$ cat config.mk
export PLATFORM = sky130hd
export DESIGN_NAME = bsg_downstream_rd_ctrl
export DESIGN_NICKNAME = d
export VERILOG_FILES = /design/src/rtl/bsg_downstream_pkg.sv /design/src/rtl/bsg_token_batcher.sv /design/src/rtl/bsg_downstream_rd_ctrl.sv
export SDC_FILE = /design/constraint.sdc
export NUM_CORES = 1
export LEC_CHECK = 0
export BUFFER_PORTS_ARGS = -buffer_cell sky130_fd_sc_hd__buf_2
export CAP_MARGIN = 20
export CORE_MARGIN = 1
export CORE_UTILIZATION = 46
export CTS_BUF_LIST = sky130_fd_sc_hd__clkbuf_16
export CTS_CLUSTER_SIZE = 40
export DETAILED_ROUTE_END_ITERATION = 16
export HOLD_SLACK_MARGIN = 0.15
export PLACE_DENSITY = 0.76
export SYNTH_ARGS = -nofsm -noshare
export SYNTH_HDL_FRONTEND = slang
export SYNTH_SLANG_ARGS = --single-unit
$ cat constraint.sdc
create_clock -name clk -period 2.2 [get_ports clk]
set_input_delay 0.11 -clock clk [delete_from_list [all_inputs] [get_ports clk]]
set_output_delay 0.11 -clock clk [all_outputs]
set_load 0.02 [all_outputs]
$ cat src/rtl/bsg_downstream_pkg.sv
// Shared types and defaults for the downstream receive-buffer read side.
package bsg_downstream_pkg;

  localparam int ADDR_W_DEF = 6;
  localparam int PTR_W_DEF  = 7;
  localparam int HALF_W_DEF = 16;

  typedef enum logic [2:0] {
    LO,
    LO_CAP,
    HI,
    HI_CAP,
    OUT
  } rd_state_e;

  // Entries between two wrap-bit pointers, modulo 2**ptr_w.
  function automatic logic [31:0] ptr_occupancy(input logic [31:0] wptr,
                                                input logic [31:0] rptr,
                                                input int          ptr_w);
    logic [31:0] mask;
    mask = (32'd1 << ptr_w) - 32'd1;
    return (wptr - rptr) & mask;
  endfunction

endpackage

$ cat src/rtl/bsg_token_batcher.sv
// Counts freed buffer entries and emits a one-cycle credit pulse every
// TOKEN_BATCH entries.
module bsg_token_batcher #(
  parameter int TOKEN_BATCH = 4
) (
  input  logic clk,
  input  logic rst,
  input  logic free_i,
  output logic token_o
);

  localparam int CNT_W = (TOKEN_BATCH > 1) ? $clog2(TOKEN_BATCH) : 1;
  localparam logic [CNT_W-1:0] CNT_LAST = CNT_W'(TOKEN_BATCH - 1);

  logic [CNT_W-1:0] cnt_q, cnt_d;
  logic             token_q, token_d;

  always_comb begin
    cnt_d   = cnt_q;
    token_d = 1'b0;
    if (free_i) begin
      if (cnt_q == CNT_LAST) begin
        cnt_d   = '0;
        token_d = 1'b1;
      end else begin
        cnt_d = cnt_q + CNT_W'(1);
      end
    end
  end

  always_ff @(posedge clk or posedge rst) begin
    if (rst) begin
      cnt_q   <= '0;
      token_q <= 1'b0;
    end else begin
      cnt_q   <= cnt_d;
      token_q <= token_d;
    end
  end

  assign token_o = token_q;

endmodule

$ cat src/rtl/bsg_downstream_rd_ctrl.sv
// Pops 16-bit receive-buffer entries in lo/hi pairs, hands 32-bit words to the
// core over valid/ready, and returns credits to the off-chip sender.
module bsg_downstream_rd_ctrl
  import bsg_downstream_pkg::*;
#(
  parameter int ADDR_W      = ADDR_W_DEF,
  parameter int PTR_W       = ADDR_W + 1,
  parameter int HALF_W      = HALF_W_DEF,
  parameter int TOKEN_BATCH = 4
) (
  input  logic                clk,
  input  logic                rst,
  input  logic [PTR_W-1:0]    wptr_i,
  output logic                buf_rd_en_o,
  output logic [ADDR_W-1:0]   buf_addr_o,
  input  logic [HALF_W-1:0]   buf_data_i,
  output logic [2*HALF_W-1:0] core_data_o,
  output logic                core_valid_o,
  input  logic                core_ready_i,
  output logic [PTR_W-1:0]    rptr_o,
  output logic                io_token_o,
  output logic                err_o
);

  rd_state_e           state_q, state_d;
  logic [PTR_W-1:0]    rptr_q, rptr_d;
  logic [HALF_W-1:0]   lo_q, lo_d;
  logic [2*HALF_W-1:0] data_q, data_d;
  logic                valid_q, valid_d;
  logic                err_q, err_d;
  logic                empty, rd_fire, capture;
  logic [31:0]         occupancy;

  always_comb begin
    empty     = (wptr_i == rptr_q);
    state_d   = state_q;
    lo_d      = lo_q;
    data_d    = data_q;
    valid_d   = valid_q;
    rd_fire   = 1'b0;
    capture   = 1'b0;
    case (state_q)
      LO: begin
        if (!empty) begin
          rd_fire = 1'b1;
          state_d = LO_CAP;
        end
      end
      LO_CAP: begin
        lo_d    = buf_data_i;
        capture = 1'b1;
        if (!empty) begin
          rd_fire = 1'b1;
          state_d = HI_CAP;
        end else begin
          state_d = HI;
        end
      end
      HI: begin
        if (!empty) begin
          rd_fire = 1'b1;
          state_d = HI_CAP;
        end
      end
      HI_CAP: begin
        data_d  = {buf_data_i, lo_q};
        valid_d = 1'b1;
        capture = 1'b1;
        state_d = OUT;
      end
      OUT: begin
        // The next lo read overlaps the accept cycle to sustain one word per 3 cycles.
        if (core_ready_i) begin
          valid_d = 1'b0;
          if (!empty) begin
            rd_fire = 1'b1;
            state_d = LO_CAP;
          end else begin
            state_d = LO;
          end
        end
      end
      default: state_d = LO;
    endcase
    rptr_d    = rptr_q + PTR_W'(rd_fire);
    occupancy = ptr_occupancy(32'(wptr_i), 32'(rptr_q), PTR_W);
    err_d     = err_q | (occupancy > (32'd1 << ADDR_W));
  end

  always_ff @(posedge clk or posedge rst) begin
    if (rst) begin
      state_q <= LO;
      rptr_q  <= '0;
      lo_q    <= '0;
      data_q  <= '0;
      valid_q <= 1'b0;
      err_q   <= 1'b0;
    end else begin
      state_q <= state_d;
      rptr_q  <= rptr_d;
      lo_q    <= lo_d;
      data_q  <= data_d;
      valid_q <= valid_d;
      err_q   <= err_d;
    end
  end

  bsg_token_batcher #(
    .TOKEN_BATCH(TOKEN_BATCH)
  ) u_token_batcher (
    .clk    (clk),
    .rst    (rst),
    .free_i (capture),
    .token_o(io_token_o)
  );

  // Strobe is masked during reset so a stale nonzero wptr_i cannot fire a read.
  assign buf_rd_en_o  = rd_fire & ~rst;
  assign buf_addr_o   = rptr_q[ADDR_W-1:0];
  assign core_data_o  = data_q;
  assign core_valid_o = valid_q;
  assign rptr_o       = rptr_q;
  assign err_o        = err_q;

endmodule

==> reports/qor.yml, run 1 <==
sta:
  setup_viol: 0
  rsz0062_at_grt: "false"
  fin_crit_sh_pct: 93.2
  worstMarginPinSlew_ps: 520
  hold_viol: 0
  max_freq_mhz: 488
  drv_slew: 0
  fin_setup_tns_ps: 0
  max_slew_margin_pct: 65.3
  period_needed_ps: 2050
  clock_skew_ps: 3.20
floorplan:
  rows: 27
  die_w_um: 78.3
  dieArea_mm2: 0.00613
  coreArea_mm2: 0.00557
  start_util_pct: 48.0
  die_y_um: 78.3
  ios: 75
synthesis:
  yosysTopAreaCellShare_pct: 58.9
  synth_cells: 197
  ys_ff_latch: 63
  syn-num-nets: 232
  synth_edf_count: 0
  synth_ff_type: "dfrtp_1"
  synth_top_area_cell: "dfrtp_1"
  yosys-top-cells-area: "dfrtp_1, mux2_1, mux2_2, ha_1, buf_4"
  syn_avg_cell_area_um2: 13.6
  yosysSeqAreaShare_pct: 58.9
  ys_types: 29
  syn-cell-area_mm2: 0.00268
  yosys_warnings: 0
  postSynth.asyncResetShare_pct: 100
global_route:
  grt_pass1_vias: 1765
  grt_antenna_before_repair: 0
  grt_usage_pct: 18.6
  grt_max_degree: 47
  grt_pass1_wl_um: 8510
  overflow: 0
routing:
  drc: 0
  viasPerCell: 4.86
  ant_nets: 0
  wl_per_cell_um: 14.2
  dr_total_vias: 1829
  wl_um: 5340
  dr.pass1.iters: 4
  first_iter_violations: 36
critical_path:
  crit_path_max_incr_delay_ps: 370
  cp_max_fo: 4
  critical_path_required_ps: 2440
  critical-path-slowest-cell: "dfrtp_1"
  critPathKind: "reg2reg"
  arrival_ps: 2290
  crit_family: "adder cells"
  critPathBufInv: 1
  crit_path_end_kind: "flip-flop"
  start_kind: "flip-flop"
  cpMostUsedCell: "ha_1"
  path_cells: "inv_1, ha_4, nand4_1, nor3_2, a21oi_2, ha_1, ha_1, and3_4, nand3_1, xnor2_1"
finish:
  final_common_cell: "buf_2"
  layout-area-overhead-vs-synth_pct: 37.6
  fin_util_pct: 66.1
  nets: 334
  drive_gt1_share_pct: 42.8
  antenna_cells: 0
  final_area_mm2: 0.00368
  mostFrequentLayoutCells: "buf_2, dfrtp_1, mux2_1"
power_and_ir_drop:
  vdd_drop_max_uv: 889
  p_leak_uw: 0.00175
  power.density_mw_per_mm2: 1690
clock_tree:
  htreeDepth: 3
  cts_inserted_buffers: 9
  tritoncts: "done"
  clock_latency_ps: 320
  clk_pin_slew_ps: 50
  cts.sinks: 63
  clock-root-buffer: "clkbuf_16"
  clockBufferDepth: 2
placement:
  place_congestion: 0.819
  place_area_mm2: 0.00314
  portBuffers: 74
  dp_hpwl_um: 3620
flow_run:
  drv_cap: 0
outcome:
  status: "finished, final reports clean"
worst_hold_path:
  hold_path.class: "in2reg"
==> synthesized netlist by cell type (2+ instances only) <==
library cell  number
dfrtp_1           63
mux2_1            29
mux2_2            19
buf_4             10
ha_1               9
inv_1              9
a21oi_1            8
nand2_1            8
xnor2_1            6
nor2_1             5
nand3_1            4
nand2b_1           3
nor3_1             3
o21ai_0            3
a21o_1             2
and2_1             2
xor2_1             2
==> flip-flops by register name, summed over array words and instances (netlist names) <==
name / flops
lo_q: 16
u_token_batcher.cnt_q: 2
state_q: 3
rptr_o: 7
err_o: 1
core_valid_o: 1
u_token_batcher.token_o: 1
core_data_o: 32
==> layout make-up <==
class	instances	area, µm²
fillers	412	1890
flip-flops and latches	63	1580
multi-input cells	113	1030
repair buffers	103	658
clock buffers	9	225
well taps	72	90.1
clock inverters	7	65.1
inverters	9	33.8
==> repair_timing <==
action | 4_1_cts | 5_1_grt
hold buffers | 18 | 0
setup endpoints to repair | 0 | 2
endpoints found under the hold margin | 52 | 0
buffers inserted | 0 | 4
resized for setup | 0 | 6
==> metrics by stage <==
| stage | setup WS [ps] | power (µW) | cells | hold WS [ps] |
|---|---|---|---|---|
| 2_1_floorplan | 7.47 | 3980 | 197 | 242 |
| 5_1_grt | 35.5 | 6610 | 376 | 302 |
| 3_3_place_gp | 126 | 4640 | 338 | 125 |
| 4_1_cts | 16.7 | 6170 | 372 | 229 |
| 3_5_place_dp | 44.6 | 4750 | 338 | 136 |
| 6_report | 150 | 6220 | 376 | 262 |
==> kinds of logic (layout without fill, tap and decap cells) <==
kind of cell             Yosys count  count (layout)  share of synthesized area, %
flip-flops                        63              63                          58.9
multiplexers                      48              48                          20.2
AND/OR/NAND/NOR                   32              32                          6.22
buffers and inverters             21             128                          4.39
AO/OA/AOI/OAI                     16              16                          3.50
adder cells (fa/ha/maj)            9               9                          4.21
XOR/XNOR                           8               8                          2.62
==> routing by layer <==
layer  vias to the layer above  track usage, %  share of wire, %
li1                        878               -                 -
met1                       887            23.4                45
met2                        60            29.7                49
met3                         4            6.28               5.6
met4                         0            7.22              0.75
met5                         -               0                 0
==> tightest hold or removal path: cells and delay by family <==
family          cells  cell delay, ps
xor+xnor            1             120
simple gates        1             160
compound gates      1              60
buf+inv             1              80
==> path summary, 6_finish.rpt <==
check | start | end | slack [ps] | cells past startpoint
max | rptr_o[2] | rptr_o[6] | 150 | 10
min | wptr_i[6] | state_q[0] | 260 | 4
max reg2reg | rptr_o[2] | rptr_o[6] | 150 | 10
min reg2reg | lo_q[9] | core_data_o[9] | 480 | 1
max in group asynchronous | rst | core_data_o[17] | 1270 | 4
min in group asynchronous | rst | rptr_o[2] | 350 | 3
==> where the power goes <==
part           switching (µW)  total, µW  internal, µW
Clock                     496       1360           867
Sequential                326       2090          1760
Combinational            1510       2770          1250
Power figures use the tool's default switching activity.
==> run 2: changes to the inputs <==
==> constraint.sdc (replaced) <==
create_clock -name clk -period 2.2 [get_ports clk]
set_input_delay 0.11 -clock clk [delete_from_list [all_inputs] [get_ports clk]]
set_output_delay 0.11 -clock clk [all_outputs]
set_load 0.01 [all_outputs]
==> run 2 against run 1 <==
Register-to-register slack worse by 40 ps. Critical endpoint unchanged. Clock skew increased by 2.2 ps. Clock power down 3%. Core utilization fell by 1.8 points.
==> reports/qor.yml, run 2 (synthesis gave the netlist of run 1 again) <==
critical_path:
  reg2reg_from: "rptr_o[3]"
  critPathKind: "reg2reg"
  start_kind: "flip-flop"
  critPathLaunch: "rptr_o[3]"
  r2r_cells: 10  # unchanged
  cp_max_fo: 5  # +1
  critical_path_required_ps: 2410  # -30 ps
  crit_path_end_kind: "flip-flop"
  arrival_ps: 2300  # about the same
power_and_ir_drop:
  power.share.switching_pct: 33.5  # -4.1 points
  vdd_drop_max_uv: 762  # -14%
  p_sw_uw: 1900  # -19%
  power.density_mw_per_mm2: 1580  # -6.1%
  clkPwrFrac_pct: 23.3  # +1.4 points
  intPower_uw: 3780  # -2.6%
  p_leak_uw: 0.00172  # -1.8%
  power_frac_comb_pct: 40.0  # -4.5 points
  power_frac_seq_pct: 36.7  # +3.1 points
finish:
  layout-area-overhead-vs-synth_pct: 33.9
  largest_register_ffs: 32  # unchanged
  fillCellCount: 435  # +5.6%
  final_common_cell: "buf_2"
  drive_gt1_share_pct: 39.5  # -3.3 points
  mostFrequentLayoutCells: "buf_2, dfrtp_1, mux2_1"
  antenna_cells: 0  # unchanged
  nets: 330  # -1.2%
clock_tree:
  tritoncts: "done"
  cts.sinks: 63  # unchanged
  htreeDepth: 3  # unchanged
  clockBufferDepth: 2  # unchanged
  clock_latency_ps: 320  # about the same
  clk_pin_slew_ps: 50  # about the same
  clock-root-buffer: "clkbuf_16"
  cts_inserted_buffers: 9  # unchanged
sta:
  period_needed_ps: 2090  # +43.2 ps
  setup_viol: 0  # unchanged
  fin_crit_sh_pct: 95.2  # +2.0 points
  clock_skew_ps: 5.40  # +2.20 ps
  hold_viol: 0  # unchanged
  worst_slack_ps: 107  # -43.2 ps
  max_slew_margin_pct: 48.8  # -16 points
  max_freq_mhz: 478  # -2.1%
  rsz0062_at_grt: "false"
  drv_slew: 0  # unchanged
  worstMarginPinSlew_ps: 768  # +248 ps
  fin_setup_tns_ps: 0  # unchanged
routing:
  dr_total_vias: 1810  # -1.0%
  ant_nets: 0  # unchanged
  wl_um: 5030  # -5.8%
  dr.pass1.iters: 4  # unchanged
  drc: 0  # unchanged
  wl_per_cell_um: 13.6  # -4.6%
  first_iter_violations: 79  # +120%
  viasPerCell: 4.88  # +0.29%
floorplan:
  rows: 27  # unchanged
  dieArea_mm2: 0.00613  # unchanged
  die_y_um: 78.3  # unchanged
  die_w_um: 78.3  # unchanged
  start_util_pct: 48.0  # unchanged
  ios: 75  # unchanged
  coreArea_mm2: 0.00557  # unchanged
global_route:
  grt_antenna_before_repair: 0  # unchanged
  grt_usage_pct: 19.0  # +0.41 points
  grt_max_degree: 64  # +36%
  grt_pass1_vias: 1913  # +8.4%
  grt_pass1_wl_um: 8700  # +2.3%
  overflow: 0  # unchanged
placement:
  place_congestion: 0.828  # +1.0%
  pre_cts_slack_ps: 48.2  # +3.61 ps
  portBuffers: 74  # unchanged
  dp_hpwl_um: 3380  # -6.8%
flow_run:
  drv_cap: 0  # unchanged
worst_hold_path:
  min_from: "wptr_i[6]"
  hold_path.class: "in2reg"
  hold_depth: 4  # unchanged
outcome:
  status: "finished, final reports clean"
## run 2: cell types whose count changed in the layout (fill, tap and decap cells not counted), sizes merged
cell / before / now
buf: 85 / 81
clkinv: 4 / 3
## run 2: final timing paths
kind | to | slack [ps]
max | rptr_o[6] | 110
min | state_q[0] | 220
max reg2reg | rptr_o[6] | 110
min reg2reg | core_data_o[0] | 480
max in group asynchronous | core_data_o[27] | 1140
min in group asynchronous | rptr_o[1] | 560
## run 2: worst max-delay path, stage by stage (launching register included)
cell and delay (ps):
dfrtp_1 420, inv_2 60, ha_1 290, nand4_1 150
nor3_2 70, a21oi_1 180, ha_1 210, ha_2 190
and3_1 190, nand3_1 100, xnor2_1 130
## run 2: through the flow
stage | hold slack [ps] | total power (µW) | cells | instance area (µm²) | util (%)
final | 225 | 5680 | 371 | 3590 | 64.3
after global routing | 249 | 6110 | 371 | 3590 | 64.3
after CTS | 219 | 5750 | 371 | 3580 | 64.3
after detailed placement | 343 | 4380 | 338 | 3120 | 56.0
after global placement | 337 | 4280 | 338 | 3120 | 56.0
after floorplan | 242 | 3640 | 197 | 2680 | -
## run 2: cell type report
class,count,area (µm²),area share (%)
inverter,9,33.8,0.942
clock buffer,9,225,6.28
clock inverter,6,53.8,1.50
sequential,63,1580,44.0
timing repair buffer,99,616,17.2
tap,72,90.1,2.51
multi-input combinational,113,991,27.6
## run 2: metal layers
layer	part of all wire (%)	vias to the layer above	global-route usage [%]
met1	42	869	21.9
met4	1.6	0	7.59
li1	-	866	-
met3	6.6	10	7.67
met2	49	65	31.6
met5	0	-	0
## run 2: what timing repair did
action	CTS	global route
hold endpoints to repair	98	0
gates resized for setup	0	2
hold buffers	18	0
setup buffers	0	0
setup endpoints to repair	0	1
## run 2: power groups by stage
stage	sequential, µW	clock, µW	combinational [µW]
after detailed placement	2110	0	2270
after floorplan	2250	0	1400
after global routing	2170	1410	2520
final	2090	1320	2270
after CTS	2090	1360	2310
after global placement	2070	0	2210
